**src/rtl/datapath_sequencer.sv**
```systemverilog
// Micro-sequencer: turns one accepted command word into the register-read,
// execute and writeback control cycles of the lab5 datapath.
module datapath_sequencer #(
  parameter int DW = 16,
  parameter int RW = 3
) (
  input  logic          clk,
  input  logic          reset_n,
  input  logic          cmd_valid,
  output logic          cmd_ready,
  input  logic [2:0]    cmd_op,
  input  logic [RW-1:0] cmd_rd,
  input  logic [RW-1:0] cmd_rn,
  input  logic [RW-1:0] cmd_rm,
  input  logic [1:0]    cmd_shift,
  input  logic [DW-1:0] cmd_imm,
  output logic [RW-1:0] readnum,
  output logic          loada,
  output logic          loadb,
  output logic [1:0]    shift,
  output logic          asel,
  output logic          bsel,
  output logic [1:0]    ALUop,
  output logic          loadc,
  output logic          loads,
  output logic [RW-1:0] writenum,
  output logic          write,
  output logic          vsel,
  output logic [DW-1:0] datapath_in,
  output logic          busy,
  output logic          done,
  output logic          err
);

  typedef enum logic [2:0] {S_IDLE, S_RDA, S_RDB, S_EXEC, S_WB, S_WBI} state_t;

  localparam logic [2:0] OP_MOVI = 3'b000, OP_MOV = 3'b001, OP_ADD = 3'b010,
                         OP_SUB  = 3'b011, OP_AND = 3'b100, OP_CMP = 3'b101,
                         OP_MVN  = 3'b110, OP_RSV = 3'b111;

  state_t          state_q, state_d;
  logic [2:0]      op_q;
  logic [RW-1:0]   rd_q, rn_q, rm_q;
  logic [1:0]      shift_q;
  logic [DW-1:0]   imm_q;
  logic            accept;

  assign accept = cmd_valid && (state_q == S_IDLE);

  always_comb begin
    state_d = state_q;
    case (state_q)
      S_IDLE: if (cmd_valid) begin
        case (cmd_op)
          OP_MOVI:        state_d = S_WBI;
          OP_MOV, OP_MVN: state_d = S_RDB;
          OP_RSV:         state_d = S_WB;
          default:        state_d = S_RDA;
        endcase
      end
      S_RDA:   state_d = S_RDB;
      S_RDB:   state_d = S_EXEC;
      S_EXEC:  state_d = (op_q == OP_CMP) ? S_IDLE : S_WB;
      default: state_d = S_IDLE;
    endcase
  end

  always_ff @(posedge clk or negedge reset_n) begin
    if (!reset_n) begin
      state_q <= S_IDLE;
      op_q    <= '0;
      rd_q    <= '0;
      rn_q    <= '0;
      rm_q    <= '0;
      shift_q <= '0;
      imm_q   <= '0;
    end else begin
      state_q <= state_d;
      if (accept) begin
        op_q    <= cmd_op;
        rd_q    <= cmd_rd;
        rn_q    <= cmd_rn;
        rm_q    <= cmd_rm;
        shift_q <= cmd_shift;
        imm_q   <= cmd_imm;
      end
    end
  end

  // Controls are pure decode of the registered state, so reset clears them
  // asynchronously along with state_q.
  always_comb begin
    readnum  = '0;
    loada    = 1'b0;
    loadb    = 1'b0;
    shift    = 2'b00;
    asel     = 1'b0;
    ALUop    = 2'b00;
    loadc    = 1'b0;
    loads    = 1'b0;
    writenum = '0;
    write    = 1'b0;
    vsel     = 1'b0;
    done     = 1'b0;
    err      = 1'b0;
    case (state_q)
      S_RDA: begin
        readnum = rn_q;
        loada   = 1'b1;
      end
      S_RDB: begin
        readnum = rm_q;
        loadb   = 1'b1;
      end
      S_EXEC: begin
        shift = shift_q;
        case (op_q)
          OP_SUB, OP_CMP: ALUop = 2'b01;
          OP_AND:         ALUop = 2'b10;
          OP_MVN:         ALUop = 2'b11;
          default:        ALUop = 2'b00;
        endcase
        asel  = (op_q == OP_MOV) || (op_q == OP_MVN);
        loadc = (op_q != OP_CMP);
        loads = (op_q == OP_ADD) || (op_q == OP_SUB) || (op_q == OP_AND) || (op_q == OP_CMP);
        done  = (op_q == OP_CMP);
      end
      S_WB: begin
        // The reserved op lands here only to report done+err without writing.
        writenum = rd_q;
        write    = (op_q != OP_RSV);
        err      = (op_q == OP_RSV);
        done     = 1'b1;
      end
      S_WBI: begin
        writenum = rd_q;
        write    = 1'b1;
        vsel     = 1'b1;
        done     = 1'b1;
      end
      default: ;
    endcase
  end

  assign bsel        = 1'b0;
  assign cmd_ready   = (state_q == S_IDLE);
  assign busy        = ~cmd_ready;
  assign datapath_in = imm_q;

endmodule
```
**config.mk**
```make
export PLATFORM = sky130hd
export DESIGN_NAME = datapath_sequencer
export DESIGN_NICKNAME = d
export VERILOG_FILES = /design/src/rtl/datapath_sequencer.sv
export SDC_FILE = /design/constraint.sdc
export NUM_CORES = 1
export LEC_CHECK = 0
export BUFFER_PORTS_ARGS = -buffer_cell sky130_fd_sc_hd__buf_2
export CORE_MARGIN = 8
export CORE_UTILIZATION = 25
export DETAILED_ROUTE_END_ITERATION = 10
export PLACE_DENSITY = 0.47
export SKIP_LAST_GASP = 1
export SYNTH_ARGS = -nofsm -noshare
export SYNTH_HDL_FRONTEND = slang
export SYNTH_SLANG_ARGS = --single-unit
```
**constraint.sdc**
```tcl
create_clock -name clk -period 1.4 [get_ports clk]
set_clock_uncertainty 0.05 [all_clocks]
set_input_delay 0.07 -clock clk [delete_from_list [all_inputs] [get_ports clk]]
set_output_delay 0.07 -clock clk [all_outputs]
set_load 0.02 [all_outputs]
```
==> results of run 1 <==
==> kinds of logic (layout without fill, tap and decap cells) <==
group	count (synthesis)	count (layout)	synth area share
compound gates	13	13	0.0558
mux	30	30	0.215
other cells	1	1	0.00239
buf+inv	11	134	0.0454
flops	33	33	0.526
xor+xnor	2	2	0.0112
simple gates	34	34	0.144
==> state kept, by name, summed over array words and instances, names as in the netlist <==
| signal | flops |
|---|---|
| datapath_in | 16 |
| op_q | 3 |
| rd_q | 3 |
| rm_q | 3 |
| rn_q | 3 |
| shift_q | 2 |
| state_q | 3 |
==> layer usage <==
layer,GRT usage,wire length (um),vias to the layer above,part of all wire
met4,0.0351,55,0,0.011
li1,-,-,682,-
met1,0.119,2060,685,0.43
met5,0,0,-,0
met2,0.165,2270,52,0.47
met3,0.0425,413,5,0.086
==> stage by stage <==
| step | TNS [ns] | hold slack (ns) | cell area [um2] | instances |
|---|---|---|---|---|
| after floorplan | -1.79 | -0.276 | 1580 | 124 |
| after global placement | -2.73 | -0.00483 | 2050 | 270 |
| after detailed placement | -3.11 | -0.00612 | 2050 | 270 |
| after CTS | -8.43 | 0.0137 | 2810 | 320 |
| after global routing | -13.66 | 0.0243 | 2950 | 324 |
| final | -9.63 | 0.0283 | 2950 | 324 |
==> Yosys cell counts <==
library cell  instances
nand2_1               2
inv_1                 1
o31a_1                1
nor3b_1               3
or3b_2                2
a21oi_1               3
a31oi_1               1
o21a_1                1
a22oi_1               3
buf_4                 1
buf_6                 3
a211oi_1              1
dfrtp_1              33
nor4b_4               1
o21ai_0               1
conb_1                1
and3_1                1
and2_1                6
nor4b_1               1
o21bai_1              1
buf_2                 3
xnor2_1               2
nand3_1               1
a21boi_0              1
nand2b_1              1
or3_1                 1
clkbuf_1              3
nor3_1                2
mux2_2               28
mux2_1                2
nor2_1                5
nand3b_1              4
nor2b_1               4
==> what timing repair did <==
item,4_1_cts,5_1_grt
hold endpoints to repair,60,0
hold buffers,28,0
pin swaps,15,5
cloned,1,3
resized for setup,75,20
endpoints found under the setup margin,50,52
buffers inserted,14,1
==> power groups by stage <==
stage | sequential, mW | combinational, mW | clock (mW)
2_1_floorplan | 1.98 | 1.63 | 0
3_3_place_gp | 1.71 | 2.79 | 0
3_5_place_dp | 1.71 | 2.81 | 0
4_1_cts | 1.72 | 3.86 | 0.960
5_1_grt | 1.80 | 4.48 | 1.00
6_report | 1.73 | 4.20 | 0.933
==> layout make-up <==
cell class | instances | area [um2] | share of cell area
multi-input cells | 80 | 852 | 0.289
flip-flops and latches | 33 | 826 | 0.280
well taps | 77 | 96.3 | 0.0327
repair buffers | 125 | 1060 | 0.358
clock buffers | 7 | 86.3 | 0.0293
inverters | 1 | 3.75 | 0.00127
clock inverters | 1 | 30.0 | 0.0102
==> path summary, 6_finish.rpt <==
kind / end / slack (ns) / cells past startpoint
setup reg to reg: datapath_in[9] / -0.25 / 5
min in group asynchronous: datapath_in[13] / 0.22 / 3
max in group asynchronous: datapath_in[7] / 0.91 / 3
hold reg to reg: shift_q[1] / 0.44 / 1
hold / removal: op_q[0] / 0.03 / 2
setup / recovery: asel / -0.25 / 5
==> critical path: stages, from the launching register on <==
cell	delay, ns
dfrtp_1	0.39
buf_6	0.12
nand3b_1	0.28
buf_4	0.21
a21oi_2	0.11
buf_6	0.13
==> impl_results.md, run 1 <==
- Die H: 95.2 um
- Startpoint types: flop
- Cell Rows: 29
- Routability cong.: 0.653
- Cell Int Power: between 4 and 5 mW
- CTS tree: yes
- Finish-stage setup viols: 52
- Worst setup EP type: output port
- Max-slew violation count: 0
- Post-route DRC: 0
- Part of the power in registers: 0.253
- Switching share of total power: 0.367
- Core area: just over 6000 um2
- Final Hold Vio Count: 0
- Comb pwr share: 0.612
- Max clock buf depth: 2
- Clk Latency, worst-skew pair: roughly 0.28 ns
- Top cells by area, synth: dfrtp_1, mux2_2, and2_1
- Antenna Cells: 0
- #FFs+latches synth: 33
- Clock sink total: 33
- Area Growth Syn to Fin: 88.0%
- Max Cap Violations: 0
- Crit path DAT: approximately 1.5 ns
- First-pass GRT wire length: a little over 7 mm
- DP Worst Slack: -0.144 ns
- DPL Wire Length: 2.88 mm
- Setup WS post-layout: -0.251 ns
- I/O pins: 71
- Commonest non-fill, non-tap cell in the layout: buf_2
- Seq/Total Area, Yosys: 0.526
- Hold Path Class: in -> reg
- Overall routed net length: about 4.8 mm
- Number of global-route vias before repair: ~1500
- Die Wd: 95.2 um
- Most frequent cells in the layout: buf_2, dfrtp_1, buf_6, dlygate4sd3_1, mux2_4
- Initial antenna violation count: 0
- Cell taking the most area after synthesis: dfrtp_1
- Fmax: slightly above 0.6 GHz
- RSZ-0062 raised after global routing: yes
- Overall routing resource usage: 0.102
- Port buffer count: 69
- Top cell type's share of synthesized area: 0.526
- VDD IR max: about 0.0011 V
- Final antenna-violating net count: 0
- Critical path type: reg -> out
- Wire per inst: between 10 and 15 um
- Htree depth: 2
- P_leak: between 1 and 1.5 nW
- Pwr Total: 6.87 mW
- Post-synthesis cell type count: 33
- Failing checks: setup timing
- # fillers: 555
- Largest net degree at the start of global routing: 34
- Die area: 9070 um2
- Root Buffer: clkbuf_8
- Hold Startpoint: cmd_op[0]
- Total gr overflow: 0
- Initial drt markers: 29
- Synth Area per Inst: around 13 um2
- Synth Warn #: 0
- CP startpoint: state_q[2]
- Cells after Synth: about 120
- Post-Syn Area: roughly 1600 um2
- Clock power frac: 0.136
- Utilization after layout: 0.475
- 1st-pass router iterations: 3
- FF-to-FF Start: state_q[0]
- Sw Pwr: ~2.5 mW
- Starting density of the core: 0.253
- PD cells: ~2300 nW/um2
- # nets final: 279
- Share of cells above drive strength 1: 0.640
- Post-layout minimum cycle time: 1.65 ns
- CTS buffer count: 5
- CP Data Required Time: 1.28 ns
- Clk slew on worst S/H paths: around 0.070 ns
- Via density per instance: ~4.4
- CP Max Fanout: 6
- Crit share post-route: 1.18
- Vias: approximately 1400
- Syn Nets: around 160
- Status: finished with violations
Note: power is estimated with default switching activity, not from simulation.
==> inputs of run 2 (changes only) <==
Settings changed: BUFFER_PORTS_ARGS -buffer_cell sky130_fd_sc_hd__buf_2 to not set, DONT_BUFFER_PORTS set to 1, PLACE_DENSITY 0.47 to 0.37.
==> run 2 against run 1 <==
  * The flow still finishes with violations (setup timing)
  * Cell count shrank 15%
  * Critical path depth unchanged
  * Die area unchanged
  * Sequential cell count is the same
  * Utilization is 4.5 points lower
  * Combinational power fell by 15%
  * Sequential power up 23%
  * Setup slack gained 0.026 ns
  * Global-route usage is 0.28 points lower
  * Non-clock buffer count decreased by 47
  * Power shrank 7.0%
  * Cell area shrank 9.4%
  * Largest power group unchanged
==> impl_results.md, run 2 (synthesis gave the netlist of run 1 again) <==
- Slowest stage cell, crit path: dfrtp_1
- Multi-input logic area: between 800 and 900 um2
- Overall routed net length: 4.71 mm
- Initial drt markers: 46
- Setup WS post-layout: -0.225 ns
- VDD IR max: 0.000910 V
- Die H: 95.2 um
- P_leak: 1.17 nW
- Placed Area: between 1500 and 2000 um2
- Overall routing resource usage: 0.0992
- Hold Startpoint: cmd_op[2]
- Failing checks: setup timing
- Routability cong.: approximately 0.7
- Hold_ws: about 0.030 ns
- Largest register FFs: 16
- Fin cells: approximately 280
- Commonest non-fill, non-tap cell in the layout: dlygate4sd3_1
- Vias: 1270
- WHS Path Cells: 3
- Metal3 WL: slightly below 400 um
- Register Area: just over 800 um2
- Total gr overflow: 0
- Worst Reg2Reg Path Length in Cells: 5
- Critical path type: reg -> reg
- Clk slew on worst S/H paths: around 0.070 ns
- Starting density of the core: 0.253
- PD cells: approximately 2400 nW/um2
- Final Hold Vio Count: 0
- CTS buffer count: 5
- CTS tree: yes
- Max Used Layer: met4
- Crit path DAT: roughly 1.7 ns
- 1st-pass router iterations: 4
- DP Worst Slack: -0.153 ns
- Most frequent cells in the layout: dlygate4sd3_1, dfrtp_1, buf_4, mux2_4
- Share of cells above drive strength 1: 0.533
- Via density per instance: approximately 4.6
- Hold Path Class: in -> reg
- Family with the most delay on the worst path: buffers and inverters
- Finish-stage setup viols: 50
- DPL Wire Length: roughly 2.8 mm
- Clk Latency, worst-skew pair: 0.28 ns
- Area Growth Syn to Fin: 70.4%
- Startpoint types: flop
- Utilization after layout: 0.431
- Max Cap Violations: 0
- FF-to-FF End: rm_q[1]
- CP Data Required Time: between 1.5 and 2 ns
- I/O pins: 71
- Status: finished with violations
- Die Wd: 95.2 um
- Largest net degree at the start of global routing: 34
- Crit share post-route: 1.16
- Post-route cell area: 2670 um2
- Worst path bufs/invs: 3
- Worst reg2reg setup slack: -0.23 ns
- Worst setup EP type: flop
- Final antenna-violating net count: 0
- Wire per inst: 17.0 um
- Post-layout minimum cycle time: roughly 1.6 ns
- Met2 wire len: 2.29 mm
- Htree depth: 2
- Antenna Cells: 0
- Metal-1 WL: 1.98 mm
- Post-Place Cells: 213
- CP Cell Sequence: buf_4 > nor4b_4 > buf_6 > clkbuf_16 > mux2_2
- # fillers: between 500 and 600
- Initial antenna violation count: 0
- Clock sink total: 33
- Port buffer count: 0
- CP max stage delay: ~0.39 ns
- Post-route DRC: 0
- Pwr Total: 6.39 mW
- Max-slew violation count: 0
- # nets final: 232
- CP Max Fanout: 6
- Die area: just over 9000 um2
- Max clock buf depth: 2
- First-pass GRT wire length: 7.07 mm
- Hold path endpoint: state_q[2]
- FF-to-FF Start: state_q[2]
- Number of global-route vias before repair: ~1400
- Core area: roughly 6200 um2
- Setup TNS Final: -7.96 ns
- Cell Rows: 29
- Fmax: around 0.62 GHz
- Root Buffer: clkbuf_8
- RSZ-0062 raised after global routing: yes
-- run 2: power breakdown --
group,internal [mW],switching [mW],total (mW)
registers,1.46,0.660,2.12
clock network,0.389,0.311,0.700
logic,2.10,1.47,3.57
-- run 2: what timing repair did --
item,in CTS,in global routing
endpoints found under the hold margin,64,0
hold buffers,33,0
setup buffers,14,4
pin swaps,11,5
resized for setup,39,35
endpoints found under the setup margin,49,52
gates cloned,4,2
-- run 2: layout make-up --
class | instances | share of cell area
clock buffers | 7 | 0.0323
well taps | 77 | 0.0360
repair buffers | 78 | 0.306
inverters | 1 | 0.00140
flip-flops and latches | 33 | 0.310
multi-input cells | 80 | 0.314
-- run 2: worst max-delay path by stage --
stage | start | end | slack (ns) | cells past startpoint
CTS | state_q[2] | ALUop[0] | -0.20 | 4
global route | state_q[2] | ALUop[1] | -0.28 | 4
global placement | state_q[2] | datapath_in[8] | -0.1 | 3
floorplan | state_q[2] | datapath_in[15] | -0.06 | 3
detailed placement | state_q[2] | datapath_in[6] | -0.15 | 3
finish | state_q[2] | rm_q[1] | -0.23 | 5
-- run 2: routing by layer --
metal / track usage / up-vias
li1: - / 584
met1: 0.124 / 639
met2: 0.156 / 42
met3: 0.0354 / 5
met4: 0.0312 / 0
met5: 0 / -
-- run 2: tightest hold or removal path, delay by kind of cell --
kind	cells	cell delay, ns
AO/OA/AOI/OAI	1	0.13
AND/OR/NAND/NOR	2	0.10
==> inputs of run 3 (changes only) <==
Settings changed: RECOVER_POWER set to 25.
==> run 3 against run 2 <==
  * The run still ends with setup timing left
  * Utilization decreased by 0.24 points
  * First-iteration DRC count unchanged
  * Combinational power about the same
  * Die area is the same
  * Sequential share of layout area up 0.17 points
  * Power about the same
  * Cell area shrank 0.56%
  * Sequential power is essentially flat
  * Non-clock buffer count unchanged
  * Count of clock-buffer cells in the layout did not move
  * Setup slack stayed put
  * Largest cell class unchanged
==> impl_results.md, run 3 (synthesis gave the netlist of run 1 again) <==
- Status: finished with violations
- Failing checks: setup timing
- Hold_ws: about 0.03 ns
- Via density per instance: 4.61
- Least-Margin Pin Slew: just over 0.8 ns
- Initial drt markers: 46
- First-pass GRT wire length: just over 7 mm
- Largest net degree at the start of global routing: 34
- Pwr Total: around 6.4 mW
- VDD IR max: between 0.0009 and 0.001 V
- Multi-input logic area: 841 um2
- CP Capture Point: rm_q[1]
- Die H: 95.2 um
- Overall routing resource usage: 0.0992
- Cell Rows: 29
- CP Data Required Time: between 1.5 and 2 ns
- Slowest stage cell, crit path: dfrtp_1
- Register Area: ~830 um2
- Max transition margin: 0.458
- Crit path DAT: 1.74 ns
- Area Growth Syn to Fin: 69.5%
- Max-slew violation count: 0
- Setup WS post-layout: -0.225 ns
- Root Buffer: clkbuf_8
- Die area: about 9100 um2
- PD cells: between 2000 and 2500 nW/um2
- Wire per inst: about 17 um
- Largest register FFs: 16
- Commonest non-fill, non-tap cell in the layout: dlygate4sd3_1
- Antenna Cells: 0
- Clk slew on worst S/H paths: roughly 0.07 ns
- FF-to-FF Start: state_q[2]
- Clk Latency, worst-skew pair: 0.28 ns
- Htree depth: 2
- Number of global-route vias before repair: 1355
- Post-layout minimum cycle time: 1.63 ns
- Max clock buf depth: 2
- Final antenna-violating net count: 0
- Routability cong.: a little under 0.7
- CTS tree: yes
- Crit share post-route: 1.16
- I/O pins: just over 70
- Starting density of the core: 0.253
- CTS buffer count: 5
- # fillers: 581
- CP Cell Sequence: buf_4 > nor4b_4 > buf_6 > clkbuf_16 > mux2_2
- Startpoint types: flop
- CP max stage delay: a little under 0.4 ns
- FF-to-FF End: rm_q[1]
- Hold Path Class: in -> reg
- Finish-stage setup viols: 50
- Overall routed net length: 4.70 mm
- RSZ-0062 raised after global routing: yes
- P_leak: ~1.2 nW
- Die Wd: 95.2 um
- Final Hold Vio Count: 0
- Worst reg2reg setup slack: -0.23 ns
- Worst Reg2Reg Path Length in Cells: 5
- Clock sink total: 33
- 1st-pass router iterations: 4
- Most frequent cells in the layout: dlygate4sd3_1, dfrtp_1, buf_4, mux2_4
- Utilization after layout: 0.429
- Worst setup EP type: flop
- Vias: 1271
- Max Cap Violations: 0
- Critical path type: reg -> reg
- CP startpoint: state_q[2]
- DPL Wire Length: ~2.8 mm
- Fmax: between 0.6 and 0.7 GHz
- CP Max Fanout: 6
- Share of cells above drive strength 1: 0.533
- # nets final: 232
- Initial antenna violation count: 0
- Total gr overflow: 0
- Setup TNS Final: -7.96 ns
- Core area: 6200 um2
- Port buffer count: 0
- Post-route DRC: 0
[run 3: how the worst min path moves through the flow]
stage          startpoint               to  slack (ns)  depth (start not counted)
2_1_floorplan     reset_n   datapath_in[0]       -0.28                          0
5_1_grt         cmd_op[2]       state_q[2]        0.03                          3
6_report        cmd_op[2]       state_q[2]        0.03                          3
4_1_cts         cmd_op[2]       state_q[2]        0.02                          3
3_5_place_dp      reset_n  datapath_in[13]       -0.27                          0
3_3_place_gp      reset_n   datapath_in[2]       -0.27                          0
[run 3: power breakdown]
part           switching (mW)  internal, mW  leakage (nW)
logic                    1.47          2.10         0.735
clock network           0.311         0.389        0.0443
registers               0.660          1.46         0.390
[run 3: area by class of cell]
| type | count | area share |
|---|---|---|
| clock buffer | 7 | 0.0325 |
| inverter | 1 | 0.00141 |
| multi-input combinational | 80 | 0.316 |
| sequential | 33 | 0.312 |
| tap | 77 | 0.0362 |
| timing repair buffer | 78 | 0.302 |
[run 3: timing repair]
item / CTS / global route
gates resized for setup: 39 / 35
endpoints found under the setup margin: 49 / 52
hold endpoints to repair: 64 / 0
buffers inserted: 14 / 4
pin swaps: 11 / 5
hold buffers: 33 / 0
cloned: 4 / 2
[run 3: critical path, delay by kind of cell (launching register included)]
kind / cells / cell delay, ns
flops: 1 / 0.39
mux: 1 / 0.33
simple gates: 1 / 0.22
buf+inv: 3 / 0.52
[run 3: per-layer routing]
| layer | share of wire | track usage | up-vias |
|---|---|---|---|
| li1 | - | - | 584 |
| met1 | 0.42 | 0.124 | 640 |
| met2 | 0.49 | 0.156 | 42 |
| met3 | 0.082 | 0.0354 | 5 |
| met4 | 0.012 | 0.0312 | 0 |
| met5 | 0 | 0 | - |
[run 3: stage by stage]
stage	worst slack, ns	area [um2]	cells
finish	-0.225	2660	276
global route	-0.283	2660	276
CTS	-0.205	2460	271
detailed placement	-0.153	1770	213
global placement	-0.0997	1770	213
floorplan	-0.0609	1580	124
